<file path="src/rtl/icache_direct.sv">
// Direct-mapped, read-only instruction cache: 16 one-word frames between fetch and memory.
// Hits return combinationally; a miss fetches one word, fills the frame, then hits.
module icache_direct #(
    parameter int NFRAMES = 16,
    parameter int CNT_W   = 32
) (
    input  logic             CLK,
    input  logic             RST,
    input  logic             imemREN,
    input  logic [31:0]      imemaddr,
    output logic             ihit,
    output logic [31:0]      imemload,
    output logic             iREN,
    output logic [31:0]      iaddr,
    input  logic             iwait,
    input  logic [31:0]      iload,
    input  logic             flush,
    output logic [CNT_W-1:0] hit_count,
    output logic [CNT_W-1:0] miss_count
);

    localparam int ITAG_W = 26;
    localparam int IIDX_W = 4;
    localparam int IBYT_W = 2;

    typedef struct packed {
        logic [ITAG_W-1:0] tag;
        logic [IIDX_W-1:0] idx;
        logic [IBYT_W-1:0] bytoff;
    } icachef_t;

    typedef enum logic {IDLE, FETCH} state_t;

    state_t              r_state;
    logic [31:0]         r_iaddr;
    logic                r_iren;
    logic [CNT_W-1:0]    r_hit_count;
    logic [CNT_W-1:0]    r_miss_count;
    logic [NFRAMES-1:0]  r_valid;
    logic [ITAG_W-1:0]   r_tag  [NFRAMES];
    logic [31:0]         r_data [NFRAMES];

    icachef_t            w_req;
    icachef_t            w_fa;
    logic                w_match;
    logic                w_miss;
    logic                w_fill;
    logic                w_unused;

    assign w_req    = imemaddr;
    assign w_fa     = r_iaddr;
    assign w_unused = ^{w_req.bytoff, w_fa.bytoff};

    assign w_match  = r_valid[w_req.idx] && (r_tag[w_req.idx] == w_req.tag);
    assign w_miss   = (r_state == IDLE) && imemREN && !w_match && !flush;
    // Flush discards a fill landing in the same cycle.
    assign w_fill   = (r_state == FETCH) && !iwait && !flush;

    // NOTE: every output of a combinational block gets a default first so no latch is inferred.
    always_comb begin
        ihit     = 1'b0;
        imemload = '0;
        if (!RST && (r_state == IDLE) && imemREN && w_match && !flush) begin
            ihit     = 1'b1;
            imemload = r_data[w_req.idx];
        end
    end

    // NOTE: sequential state uses non-blocking assignments so all registers update together at the edge.
    always_ff @(posedge CLK) begin
        if (RST) begin
            r_state      <= IDLE;
            r_iren       <= 1'b0;
            r_iaddr      <= '0;
            r_hit_count  <= '0;
            r_miss_count <= '0;
        end else begin
            if (ihit && (r_hit_count != '1))
                r_hit_count <= r_hit_count + 1'b1;
            case (r_state)
                IDLE: begin
                    if (w_miss) begin
                        r_state <= FETCH;
                        r_iren  <= 1'b1;
                        r_iaddr <= {imemaddr[31:2], 2'b00};
                        if (r_miss_count != '1)
                            r_miss_count <= r_miss_count + 1'b1;
                    end
                end
                FETCH: begin
                    if (flush || !iwait) begin
                        r_state <= IDLE;
                        r_iren  <= 1'b0;
                        r_iaddr <= '0;
                    end
                end
                default: r_state <= IDLE;
            endcase
        end
    end

    always_ff @(posedge CLK) begin
        if (RST)
            r_valid <= '0;
        else if (flush)
            r_valid <= '0;
        else if (w_fill)
            r_valid[w_fa.idx] <= 1'b1;
    end

    // NOTE: tag and data arrays are left unreset; the valid bits alone gate their use.
    always_ff @(posedge CLK) begin
        if (!RST && w_fill) begin
            r_tag[w_fa.idx]  <= w_fa.tag;
            r_data[w_fa.idx] <= iload;
        end
    end

    assign iREN       = r_iren;
    assign iaddr      = r_iaddr;
    assign hit_count  = r_hit_count;
    assign miss_count = r_miss_count;

endmodule
</file>
<file path="config.mk">
export PLATFORM = sky130hd
export DESIGN_NAME = icache_direct
export DESIGN_NICKNAME = d
export VERILOG_FILES = /design/src/rtl/icache_direct.sv
export SDC_FILE = /design/constraint.sdc
export NUM_CORES = 1
export LEC_CHECK = 0
export CAP_MARGIN = 5
export CELL_PAD_IN_SITES_DETAIL_PLACEMENT = 0
export CELL_PAD_IN_SITES_GLOBAL_PLACEMENT = 1
export CORE_UTILIZATION = 55
export CTS_CLUSTER_DIAMETER = 100
export DETAILED_ROUTE_END_ITERATION = 6
export PLACE_DENSITY_LB_ADDON = 0.1
export SLEW_MARGIN = 0
export SYNTH_ARGS = -nofsm -noshare
export SYNTH_HDL_FRONTEND = slang
export SYNTH_SLANG_ARGS = --single-unit
</file>
<file path="constraint.sdc">
create_clock -name CLK -period 11.6 [get_ports CLK]
set_input_delay 1.74 -clock CLK [delete_from_list [all_inputs] [get_ports CLK]]
set_output_delay 1.74 -clock CLK [all_outputs]
set_load 0.05 [all_outputs]
</file>
==> results_dict.tcl, run 1 <==
set metrics [dict create \
    ir_worst_vdd_uv 152.1 \
    period_needed_ns 9.036 \
    cpPeakStageDelay_ns 0.82 \
    numCtsBuffers 103 \
    ys_seq_area_frac 0.7340 \
    cts.repair.resized 0 \
    gp_congestion 0.8098 \
    vias 21490 \
    cp_max_fo 127 \
    area_growth_pct 15.07 \
    drive_gt1_frac 0.1980 \
    swShare 0.2132 \
    grt_max_degree 128 \
    grt_busiest_layer "met2" \
    multi_input_area_sq_um 10390 \
    regArea_sq_um 30110 \
    cp_top_family "buffers and inverters" \
    gr-usage-met2 0.4327 \
    post_synth.cell_area_avg_sq_um 19.06 \
    required_ns 9.86 \
    drt_iter0_drc 1841 \
    hold_viol 0 \
    synthArstFlopShare 0 \
    cp_slowest_cell "clkdlybuf4s50_1" \
    timing.final.crit_share 0.7790 \
    fin_skew_ns 0.02837 \
    drc 7 \
    fin_area_sq_um 47200 \
    pwr-share-seq 0.544 \
    synth_edf_count 928 \
    rsz0062_at_grt "false" \
    netlist_top_cells_area "edfxtp_1 68%, mux4_2 14%, dfxtp_1 5.5%, mux2i_1 1.3%, a21oi_1 0.87%" \
    power_switching_mw 1.607 \
    maxCapViolCount 0 \
    crit_type "input port to output port" \
    rows 99 \
    worstSetupStartpointType "input port" \
    antenna_cells 0 \
    leakage_nw 15.26 \
    combinationalPowerShare 0.045 \
    cts.sinks 1040 \
    grt_overflow 0 \
    yosysTopAreaCell "edfxtp_1" \
    die_w_um 275.1 \
    violations "DRC" \
    drt_wl_total_mm 95.74 \
    setup.worst_path.end_class "output port" \
    synth.distinct_cells 69 \
    coreArea_sq_um 73330 \
    dp_hpwl_mm 49.93 \
    worstPathArrival_ns 7.30 \
    grt_first_pass_wirelength_mm 140.1 \
    clk_latency_ns 0.68 \
    dieArea_sq_um 75680 \
    io_pins 199 \
    nNetsFinal 2443 \
    grt_usage 0.2574 \
    n_fill_cell 5088 \
    yosysTopAreaCellShare 0.6793 \
    io_buffers 194 \
    setup_tns_ns 0 \
    pre_cts_ws_ns 2.083 \
    path_clk_slew_ns 0.06 \
    drtPass1Iterations 7 \
    syn_area_sq_um 41020 \
    worst-path-buf-inv 5 \
    grtUsageMet3 0.04268 \
    power_density_nw_per_um2 159.7 \
    antenna_found_initial 3 \
    worstPathCellList "buf_8 > buf_12 > mux4_2 > mux4_2 > xor2_1 > nor4b_1 > nand4b_1 > or3_1 > inv_1 > buf_4 > and2_1 > clkdlybuf4s50_1" \
    worst_path_most_repeated_cell "mux4_2" \
    fin_ws_ns 2.564 \
    outcome "finished, violations left" \
    max_freq_mhz 110.7 \
    ys_seq_elements 1040 \
    dpl_cell_area_sq_um 44050 \
    slew_violations 0 \
    postRouteAntennaNets 0 \
    grt_pass1_vias 21690 \
    setup_viol 0 \
    hold_buffers 0 \
    start_util 0.5594 \
    yosysWarnings 0 \
    vias_per_cell 6.288 \
    syn_inst 2152 \
    pwr-share-clk 0.411 \
    met1_usage 0.3486 \
    cts-htree-levels 3 \
    hp-class "flop to flop" \
    cts_root_buf "clkbuf_16" \
    tightest_slew_ns 1.193 \
    synthFlopType "edfxtp_1" \
    tritoncts "built" \
    internal-power_mw 5.930 \
    die_y_um 275.1 \
    slew_headroom 0.2026 \
    clock_path_buffers 3 \
    wl_per_cell_um 28.01 \
    cts_setup_buffers 0 \
]
[worst paths after layout]
path,startpoint,end,slack [ns],cells past startpoint
worst min register to register,r_valid[6],r_valid[6],0.46,2
worst min-delay path,r_valid[6],r_valid[6],0.46,2
worst max register to register,r_tag[15][1],miss_count[22],7.04,10
worst max-delay path,imemaddr[3],imemload[16],2.56,12
[layout make-up]
cell class / instances / share of cell area
inverters: 23 / 0.001882
well taps: 959 / 0.02542
clock inverters: 59 / 0.009012
clock buffers: 133 / 0.05765
multi-input cells: 968 / 0.2201
flip-flops and latches: 1040 / 0.6378
repair buffers: 236 / 0.04808
[cell families after synthesis]
kind of cell | share of synthesized area
flops | 0.7340
mux | 0.1584
fa+ha+maj | 0.0006099
buf+inv | 0.01647
compound gates | 0.03419
other cells | 0.00009141
xor+xnor | 0.004697
simple gates | 0.05161
[power groups by stage]
stage / combinational (mW) / clock [mW] / sequential, mW
after floorplan: 0.200 / 0 / 4.19
after global placement: 0.338 / 0 / 4.18
after detailed placement: 0.342 / 0 / 4.18
after CTS: 0.343 / 3.15 / 4.10
after global routing: 0.361 / 3.30 / 4.10
final: 0.340 / 3.10 / 4.10
[metal layers]
metal	wire [um]	up-vias
met4	2415	6
met3	5632	160
met2	49030	707
met1	38620	11330
li1	-	9285
met5	39	-
[sequential cells by signal, indices dropped and copies added, names as in the netlist]
register,count
r_tag,416
iREN,1
miss_count,32
r_data,512
r_valid,16
r_state,1
iaddr,30
hit_count,32
[cell usage after synthesis, types with 16 or more instances]
cell type and n:
buf_2 24, nand2_1 70, nand3_1 65, xnor2_1 16
and2_1 40, or4_1 23, dfxtp_1 112, o31ai_1 31
nor2_1 66, mux4_2 258, inv_1 20, a22oi_1 19
a21oi_1 71, or3_1 25, clkbuf_1 70, edfxtp_1 928
mux2i_1 55, nand4_1 28, nor2b_1 17, o21ai_0 42
[stage by stage]
step	hold slack [ns]	util	power, mW	std cells
after floorplan	0.4315	-	4.391	2153
after global placement	0.4414	0.6007	4.515	3225
after detailed placement	0.4511	0.6007	4.522	3225
after CTS	0.4653	0.6436	7.598	3417
after global routing	0.4893	0.6437	7.760	3418
final	0.4623	0.6437	7.538	3418
[layout by cell type, fill, tap and decap left out, types with 17 or more instances in the layout]
cell type        instances
nand3_1                 65
mux4_2                 258
or3_1                   25
edfxtp_1               928
clkinv_2                23
and2_1                  40
clkbuf_16              104
o31ai_1                 31
or4_1                   23
a21oi_1                 70
clkdlybuf4s50_1        190
inv_1                   20
buf_4                   41
nand2_1                 70
nand4_1                 28
clkinv_1                27
mux2i_1                 55
nor2_1                  50
dfxtp_1                112
clkbuf_1                28
a22oi_1                 19
nor2b_1                 17
o21ai_0                 41
[worst register-to-register path, stage by stage, from the launching register on]
cell	delay, ns
edfxtp_1	0.36
mux4_2	0.50
mux4_2	0.49
xor2_1	0.17
or3b_2	0.44
or4_1	0.69
o21ai_4	0.18
buf_4	0.46
buf_4	0.64
nor4_1	0.20
mux2_2	0.30
No activity file was read; power rests on OpenSTA's default activity.
==> run 2, diff against run 1 <==
--- a/config.mk
+++ b/config.mk
@@ -8,7 +8,7 @@
 export CAP_MARGIN = 5
 export CELL_PAD_IN_SITES_DETAIL_PLACEMENT = 0
 export CELL_PAD_IN_SITES_GLOBAL_PLACEMENT = 1
-export CORE_UTILIZATION = 55
+export CORE_UTILIZATION = 52
 export CTS_CLUSTER_DIAMETER = 100
 export DETAILED_ROUTE_END_ITERATION = 6
 export PLACE_DENSITY_LB_ADDON = 0.1
==> constraint.sdc (replaced) <==
create_clock -name CLK -period 8.87 [get_ports CLK]
set_input_delay 1.3305 -clock CLK [delete_from_list [all_inputs] [get_ports CLK]]
set_output_delay 1.3305 -clock CLK [all_outputs]
set_load 0.05 [all_outputs]
==> run 2 against run 1 <==
Against the previous run:
- the flow now finishes without violations
- combinational power grew 32%
- critical path depth increased by 1
- final cell count grew 2.8%
- first-iteration DRC count rose by 5.8%
- clock-buffer cell count is 4 lower
- total power rose by 38%
- highest routed layer unchanged
- flip-flop and latch count stayed put
- global-route usage decreased by 0.90 points
- via count about the same
==> results_dict.tcl, run 2 (synthesis gave the netlist of run 1 again) <==
set metrics [dict create \
    reg2reg_slack_ns 4.48 \
    coreArea_sq_um 77720 \
    leakage_nw 15.67 \
    holdPathStages 2 \
    setup_viol 0 \
    cts-htree-levels 3 \
    gp_congestion 0.8359 \
    setup.worst_path.end_class "output port" \
    hold_viol 0 \
    tightest_slew_ns 1.153 \
    area_growth_pct 17.43 \
    cts_root_buf "clkbuf_16" \
    maxCapViolCount 0 \
    path_clk_slew_ns 0.06 \
    tritoncts "built" \
    hold_end "r_valid[11]" \
    power_density_nw_per_um2 215.6 \
    crit_start "imemaddr[4]" \
    fin_skew_ns 0.03453 \
    hp-class "flop to flop" \
    clock_path_buffers 3 \
    die_w_um 282.9 \
    dieArea_sq_um 80020 \
    top_register "r_data" \
    cts.repair.resized 0 \
    io_buffers 194 \
    rows 102 \
    drt_wl_total_mm 97.68 \
    max_freq_mhz 128.1 \
    grt_pass1_vias 21860 \
    antenna_found_initial 3 \
    drc 0 \
    drt_iter0_drc 1948 \
    worstSetupStartpointType "input port" \
    vias 21500 \
    r2r-end "iaddr[27]" \
    r2r_start "r_tag[7][1]" \
    required_ns 7.54 \
    r2r_cells 9 \
    top_regs "r_data: 512 flops, r_tag: 416 flops" \
    slew_violations 0 \
    cts_setup_buffers 0 \
    period_needed_ns 7.806 \
    drive_gt1_frac 0.2236 \
    nNetsFinal 2448 \
    cts.sinks 1040 \
    slew_headroom 0.2286 \
    grt_first_pass_wirelength_mm 142.5 \
    largest_reg_flops 512 \
    final_common_cell "edfxtp_1" \
    timing.final.crit_share 0.8800 \
    grt_usage 0.2485 \
    grt_overflow 0 \
    layout_common_cells "928 x edfxtp_1, 258 x mux4_2, 157 x clkdlybuf4s50_1" \
    fin_ws_ns 1.064 \
    die_y_um 282.9 \
    cp_max_fo 33 \
    drtPass1Iterations 5 \
    numCtsBuffers 105 \
    hold_buffers 0 \
    io_pins 199 \
    postRouteAntennaNets 0 \
    pre_cts_ws_ns 1.162 \
    ir_worst_vdd_uv 166.9 \
    grt_max_degree 93 \
    rsz0062_at_grt "false" \
    start_util 0.5278 \
    setup_tns_ns 0 \
    outcome "finished clean" \
    hold_ws_ns 0.4664 \
    crit_type "input port to output port" \
    vias_per_cell 6.122 \
    clk_latency_ns 0.68 \
    dp_hpwl_mm 52.51 \
    hold_start "r_valid[11]" \
    worstPathArrival_ns 6.48 \
    wl_per_cell_um 27.81 \
]
==> run 2: area by class of cell <==
| class | instances | area (sq um) |
|---|---|---|
| timing repair buffer | 239 | 2650 |
| clock inverter | 70 | 819.5 |
| fill | 5432 | 29550 |
| clock buffer | 129 | 2808 |
| sequential | 1040 | 30110 |
| multi-input combinational | 968 | 10390 |
| tap | 1040 | 1301 |
| inverter | 23 | 88.84 |
| antenna | 3 | 7.507 |
==> run 2: worst max-delay path: stages <==
cell and delay (ns):
clkdlybuf4s50_1 0.75, buf_4 0.35, nor2b_1 0.74, a22oi_1 0.23, nand3_1 0.16, nand2_1 0.08
a2111oi_0 0.81, nand4_1 0.47, or3_1 0.61, inv_1 0.11, buf_4 0.34, and2_1 0.26
buf_12 0.15
==> run 2: layer usage <==
metal | vias up | global-route usage | share of wire | routed length, um
li1 | 9332 | - | - | -
met1 | 11350 | 0.3398 | 0.41 | 40210
met2 | 655 | 0.4169 | 0.51 | 49530
met3 | 155 | 0.03886 | 0.056 | 5432
met4 | 4 | 0.07013 | 0.025 | 2466
met5 | - | 0 | 0.00032 | 31
==> run 2: worst max path at each step <==
stage,slack [ns],to,cells after the start
2_1_floorplan,2.24,imemload[22],15
3_3_place_gp,1.26,imemload[3],13
3_5_place_dp,1.16,imemload[0],13
4_1_cts,1.13,imemload[0],13
5_1_grt,0.80,imemload[16],13
6_report,1.06,imemload[0],13
==> run 2: per-stage QoR <==
stage	cells	power, mW	utilization	instance area [sq um]
final	3512	10.39	0.6198	48170
after global routing	3510	10.67	0.6198	48170
after CTS	3509	10.47	0.6197	48170
after detailed placement	3310	5.919	0.5731	44540
after global placement	3310	5.909	0.5731	44540
after floorplan	2153	5.743	-	41030
==> run 2: power breakdown <==
group          total [mW]  internal [mW]  switching [mW]
logic               0.449          0.189           0.260
clock network        4.58           2.70            1.87
registers            5.36           5.33          0.0293
==> run 3, diff against run 2 <==
--- a/config.mk
+++ b/config.mk
@@ -11,7 +11,7 @@
 export CORE_UTILIZATION = 52
 export CTS_CLUSTER_DIAMETER = 100
 export DETAILED_ROUTE_END_ITERATION = 6
-export PLACE_DENSITY_LB_ADDON = 0.1
+export PLACE_DENSITY = 0.85
 export SLEW_MARGIN = 0
 export SYNTH_ARGS = -nofsm -noshare
 export SYNTH_HDL_FRONTEND = slang
==> run 3 against run 2 <==
Against the previous run:
- first-iteration DRC count up 24%
- non-clock buffer count down 1
- setup slack better by 0.023 ns
- critical path type unchanged
- largest cell class unchanged
==> results_dict.tcl, run 3 (synthesis gave the netlist of run 1 again) <==
set metrics [dict create \
    worstSetupStartpointType "input port" \
    drtPass1Iterations 6 \
    grt_first_pass_wirelength_mm 146.0 \
    cts-htree-levels 3 \
    grt_max_degree 85 \
    cts_setup_buffers 0 \
    drt_iter0_drc 2410 \
    clk_latency_ns 0.69 \
    timing.final.crit_share 0.8775 \
    dp_hpwl_mm 53.48 \
    setup_tns_ns 0 \
    hold_viol 0 \
    die_w_um 282.9 \
    hold_start "r_valid[7]" \
    setup.worst_path.end_class "output port" \
    path_clk_slew_ns 0.06 \
    largest_reg_flops 512 \
    period_needed_ns 7.783 \
    vias_per_cell 6.342 \
    grt_usage 0.2522 \
    vias 22200 \
    outcome "finished clean" \
    power_density_nw_per_um2 209.8 \
    wl_per_cell_um 28.44 \
    setup_viol 0 \
    slew_violations 0 \
    layout_common_cells "928 x edfxtp_1, 258 x mux4_2, 157 x clkdlybuf4s50_1" \
    reg2reg_slack_ns 4.44 \
    gp_congestion 0.8639 \
    postRouteAntennaNets 0 \
    cts.sinks 1040 \
    grt_pass1_vias 22510 \
    slew_headroom 0.2801 \
    tightest_slew_ns 1.080 \
    clock_path_buffers 3 \
    drt_wl_total_mm 99.57 \
    tritoncts "built" \
    fin_skew_ns 0.04661 \
    crit_start "imemaddr[4]" \
    drc 0 \
    cts_root_buf "clkbuf_16" \
    ir_worst_vdd_uv 173.0 \
    coreArea_sq_um 77720 \
    hold_buffers 0 \
    antenna_found_initial 5 \
    start_util 0.5278 \
    final_common_cell "edfxtp_1" \
    required_ns 7.54 \
    rows 102 \
    dieArea_sq_um 80020 \
    top_regs "r_data: 512 flops, r_tag: 416 flops" \
    die_y_um 282.9 \
    drive_gt1_frac 0.2129 \
    r2r_start "r_tag[11][20]" \
    numCtsBuffers 102 \
    crit_type "input port to output port" \
    max_freq_mhz 128.5 \
    grt_overflow 0 \
    maxCapViolCount 0 \
    hp-class "flop to flop" \
    nNetsFinal 2444 \
    area_growth_pct 16.42 \
    worstPathArrival_ns 6.45 \
    rsz0062_at_grt "false" \
    io_pins 199 \
    leakage_nw 15.45 \
    hold_ws_ns 0.4753 \
    cts.repair.resized 0 \
    io_buffers 194 \
    cp_max_fo 33 \
    top_register "r_data" \
    n_fill_cell 5271 \
]
-- run 3: cell types whose count changed in the layout (fill, tap and decap cells not counted), moves of 2 or more --
cell | before | now
clkbuf_1 | 15 | 31
bufinv_16 | 15 | 6
clkinv_2 | 25 | 17
clkbuf_8 | 9 | 3
buf_12 | 36 | 33
clkbuf_16 | 105 | 102
clkinvlp_4 | 6 | 3
inv_6 | 3 | 0
clkinv_16 | 2 | 4
clkinv_4 | 0 | 2
-- run 3: worst max-delay path, cell delays in order --
cell,delay [ns]
clkdlybuf4s50_1,0.84
buf_4,0.30
nor2b_1,0.71
a22oi_1,0.27
nand3_1,0.16
nand2_1,0.05
a2111oi_0,0.82
nand4_1,0.45
or3_1,0.60
inv_1,0.09
buf_4,0.33
and2_1,0.27
buf_12,0.15
-- run 3: path summary, 6_finish.rpt --
check / depth (start not counted) / endpoint
min reg2reg: 2 / r_valid[7]
max: 13 / imemload[31]
max reg2reg: 10 / iaddr[7]
min: 2 / r_valid[7]
-- run 3: power breakdown --
group / internal, mW / leakage (nW) / switching, mW / total (mW)
combinational: 0.189 / 4.10 / 0.260 / 0.449
clock: 2.34 / 1.57 / 1.87 / 4.21
sequential: 5.33 / 9.78 / 0.0300 / 5.36
total: 7.86 / 15.5 / 2.16 / 10.0
-- run 3: layout make-up --
type,count,area (sq um),area share
sequential,1040,30110,0.6305
tap,1040,1301,0.02725
inverter,23,88.84,0.001860
clock inverter,53,556.8,0.01166
antenna,4,10.01,0.0002096
clock buffer,135,2696,0.05646
multi-input combinational,968,10390,0.2176
timing repair buffer,238,2605,0.05455
-- run 3: per-layer routing --
layer  global-route usage  vias to the layer above  wire length, um
met3              0.04734                      228             8013
met2               0.4221                     1167            50150
met1               0.3348                    11500            38220
li1                     -                     9307                -
met5                    0                        -               37
met4              0.08413                        6             3146
-- run 3: per-stage QoR --
step                      area [sq um]    util  std cells  power (mW)  setup slack, ns
after global routing             47750  0.6144       3498       10.27           0.7013
final                            47760  0.6145       3501       10.02            1.087
after global placement           44480  0.5723       3308       5.902            1.113
after floorplan                  41030       -       2153       5.743            2.243
after detailed placement         44480  0.5723       3308       5.916            1.044
after CTS                        47740  0.6142       3496       10.06            1.026
==> patch: new RTL, flow settings as in run 3 <==
Make the reset (`RST`) asynchronous in 2 clocked blocks.
--- a/src/rtl/icache_direct.sv
+++ b/src/rtl/icache_direct.sv
@@ -67,7 +67,7 @@
     end
 
     // NOTE: sequential state uses non-blocking assignments so all registers update together at the edge.
-    always_ff @(posedge CLK) begin
+    always_ff @(posedge CLK or posedge RST) begin
         if (RST) begin
             r_state      <= IDLE;
             r_iren       <= 1'b0;
@@ -99,7 +99,7 @@
         end
     end
 
-    always_ff @(posedge CLK) begin
+    always_ff @(posedge CLK or posedge RST) begin
         if (RST)
             r_valid <= '0;
         else if (flush)
Behaviour: differs if RST is asserted again (counterexample within 4 cycles, from zero or initial values and one cycle with RST high); with RST held inactive, the same outputs for 4 cycles.
==> patch against run 3 <==
Via count fell by 5.6%. Non-clock buffer count rose by 3. Register-to-register slack improved by 0.23 ns. Critical path type unchanged. Core utilization fell by 0.29 points. Sequential cell count did not move. Combinational power rose by 51%. Setup slack got worse by 0.32 ns. Final area fell by 0.64%. Clock skew fell by 0.020 ns. Synthesized cell count fell by 6.0%. Synthesized area fell by 0.26%. Wire length fell by 3.2%. Power rose by 4.6%.
==> patch: results (changes against run 3) <==
metric;value;unit;change
status;complete, no violations;;unchanged
VDD IR max;207;uV;was 173 uV
Clk Latency, worst-skew pair;0.67;ns;was 0.69 ns
M1 GR Usage;31.3;%;was 33.5%
DR iter-0 viols;1963;;was 2,410
met2 GRT Util;41.3;%;was 42.2%
Nets;2339;;was 2,444
vias in the first global route;21700;;was 22,500
largest net degree at the start of global routing;84;;was 85
Leak;0.0159;uW;was 0.0155 uW
Max stage delay on crit path;1.07;ns;was 0.84 ns
Clock Skews;0.0267;ns;was 0.0466 ns
met3 Track Usage GR;5.45;%;was 4.73%
final wirelength;96.4;mm;was 99.6 mm
initial antenna violation count;6;;was 5
DR pass1 iterations;5;;was 6
Post-DP Area;0.0441;mm2;was 0.0445 mm2
final hold slack;0.485;ns;was 0.475 ns
relative slew slack;22.0;%;was 28.0%
sequential-to-total area share from yosys stat;75.0;%;was 73.4%
CP Max Fanout;64;;was 33
Placer Congestion;0.798;;was 0.864
Inserted Clock Buffers;104;;was 102
R2R Setup Slk;4.67;ns;was 4.44 ns
layout cells sized above 1;20.2;%;was 21.3%
global-route wire length before repair;141;mm;was 146 mm
post-synthesis async set-or-reset flop share;10.8;%;was 0%
Cell variety after synth;54;;was 69
global-route usage over all layers;24.6;%;was 25.2%
-- patch: changes by cell type after synthesis, moves of 34 or more --
cell / run 3 / this run
dfrtp_1: 0 / 112
dfxtp_1: 112 / 0
a21oi_1: 71 / 10
xor2_1: 6 / 55
inv_1: 20 / 57
and2_1: 40 / 6
-- patch: worst max-delay path, delay by kind of cell --
family | cells | cell delay [ns]
multiplexers | 1 | 0.49
buffers and inverters | 3 | 2.67
AO/OA/AOI/OAI | 1 | 0.23
AND/OR/NAND/NOR | 5 | 1.95
-- patch: power breakdown --
group	switching, uW	internal, uW
Sequential	106	5440
Clock	1850	2410
Combinational	414	265
Total	2370	8110
-- patch: kinds of logic (layout without fill, tap and decap cells) --
group / Yosys count / after routing / synth area share (%)
compound gates: 132 / 132 / 2.19
fa+ha+maj: 2 / 2 / 0.0612
simple gates: 302 / 302 / 4.17
mux: 306 / 306 / 15.0
buf+inv: 162 / 490 / 1.91
xor+xnor: 78 / 78 / 1.67
other cells: 1 / 4 / 0.00917
flops: 1040 / 1040 / 75.0
-- patch: final cells by class --
type / count / area, um2
Timing Repair Buffer: 241 / 2310
Antenna cell: 2 / 5.00
Clock inverter: 53 / 480
Multi-Input combinational cell: 822 / 9620
Fill cell: 5355 / 30100
Clock buffer: 137 / 2840
Inverter: 59 / 225
Sequential cell: 1040 / 30700
Tap cell: 1040 / 1300
-- patch: worst paths after layout --
check,startpoint,end,depth (start not counted)
setup / recovery,imemaddr[4],imemload[5],10
hold / removal,iREN,iREN,2
setup reg to reg,r_tag[0][2],miss_count[1],10
hold reg to reg,iREN,iREN,2
max in group asynchronous,RST,iREN,4
min in group asynchronous,RST,r_valid[12],3
-- patch: metrics by stage --
stage / setup slack, ns / cells / total power (uW)
finish: 0.769 / 3394 / 10500
floorplan: 1.66 / 2024 / 6040
global placement: 1.02 / 3202 / 6300
detailed placement: 0.926 / 3202 / 6330
global route: 0.661 / 3393 / 10800
CTS: 0.810 / 3392 / 10500
-- patch: routing by layer --
metal	vias up	wire, um
met3	226	7650
met4	10	3570
li1	8746	-
met5	-	64
met1	10900	35900
met2	1033	49200
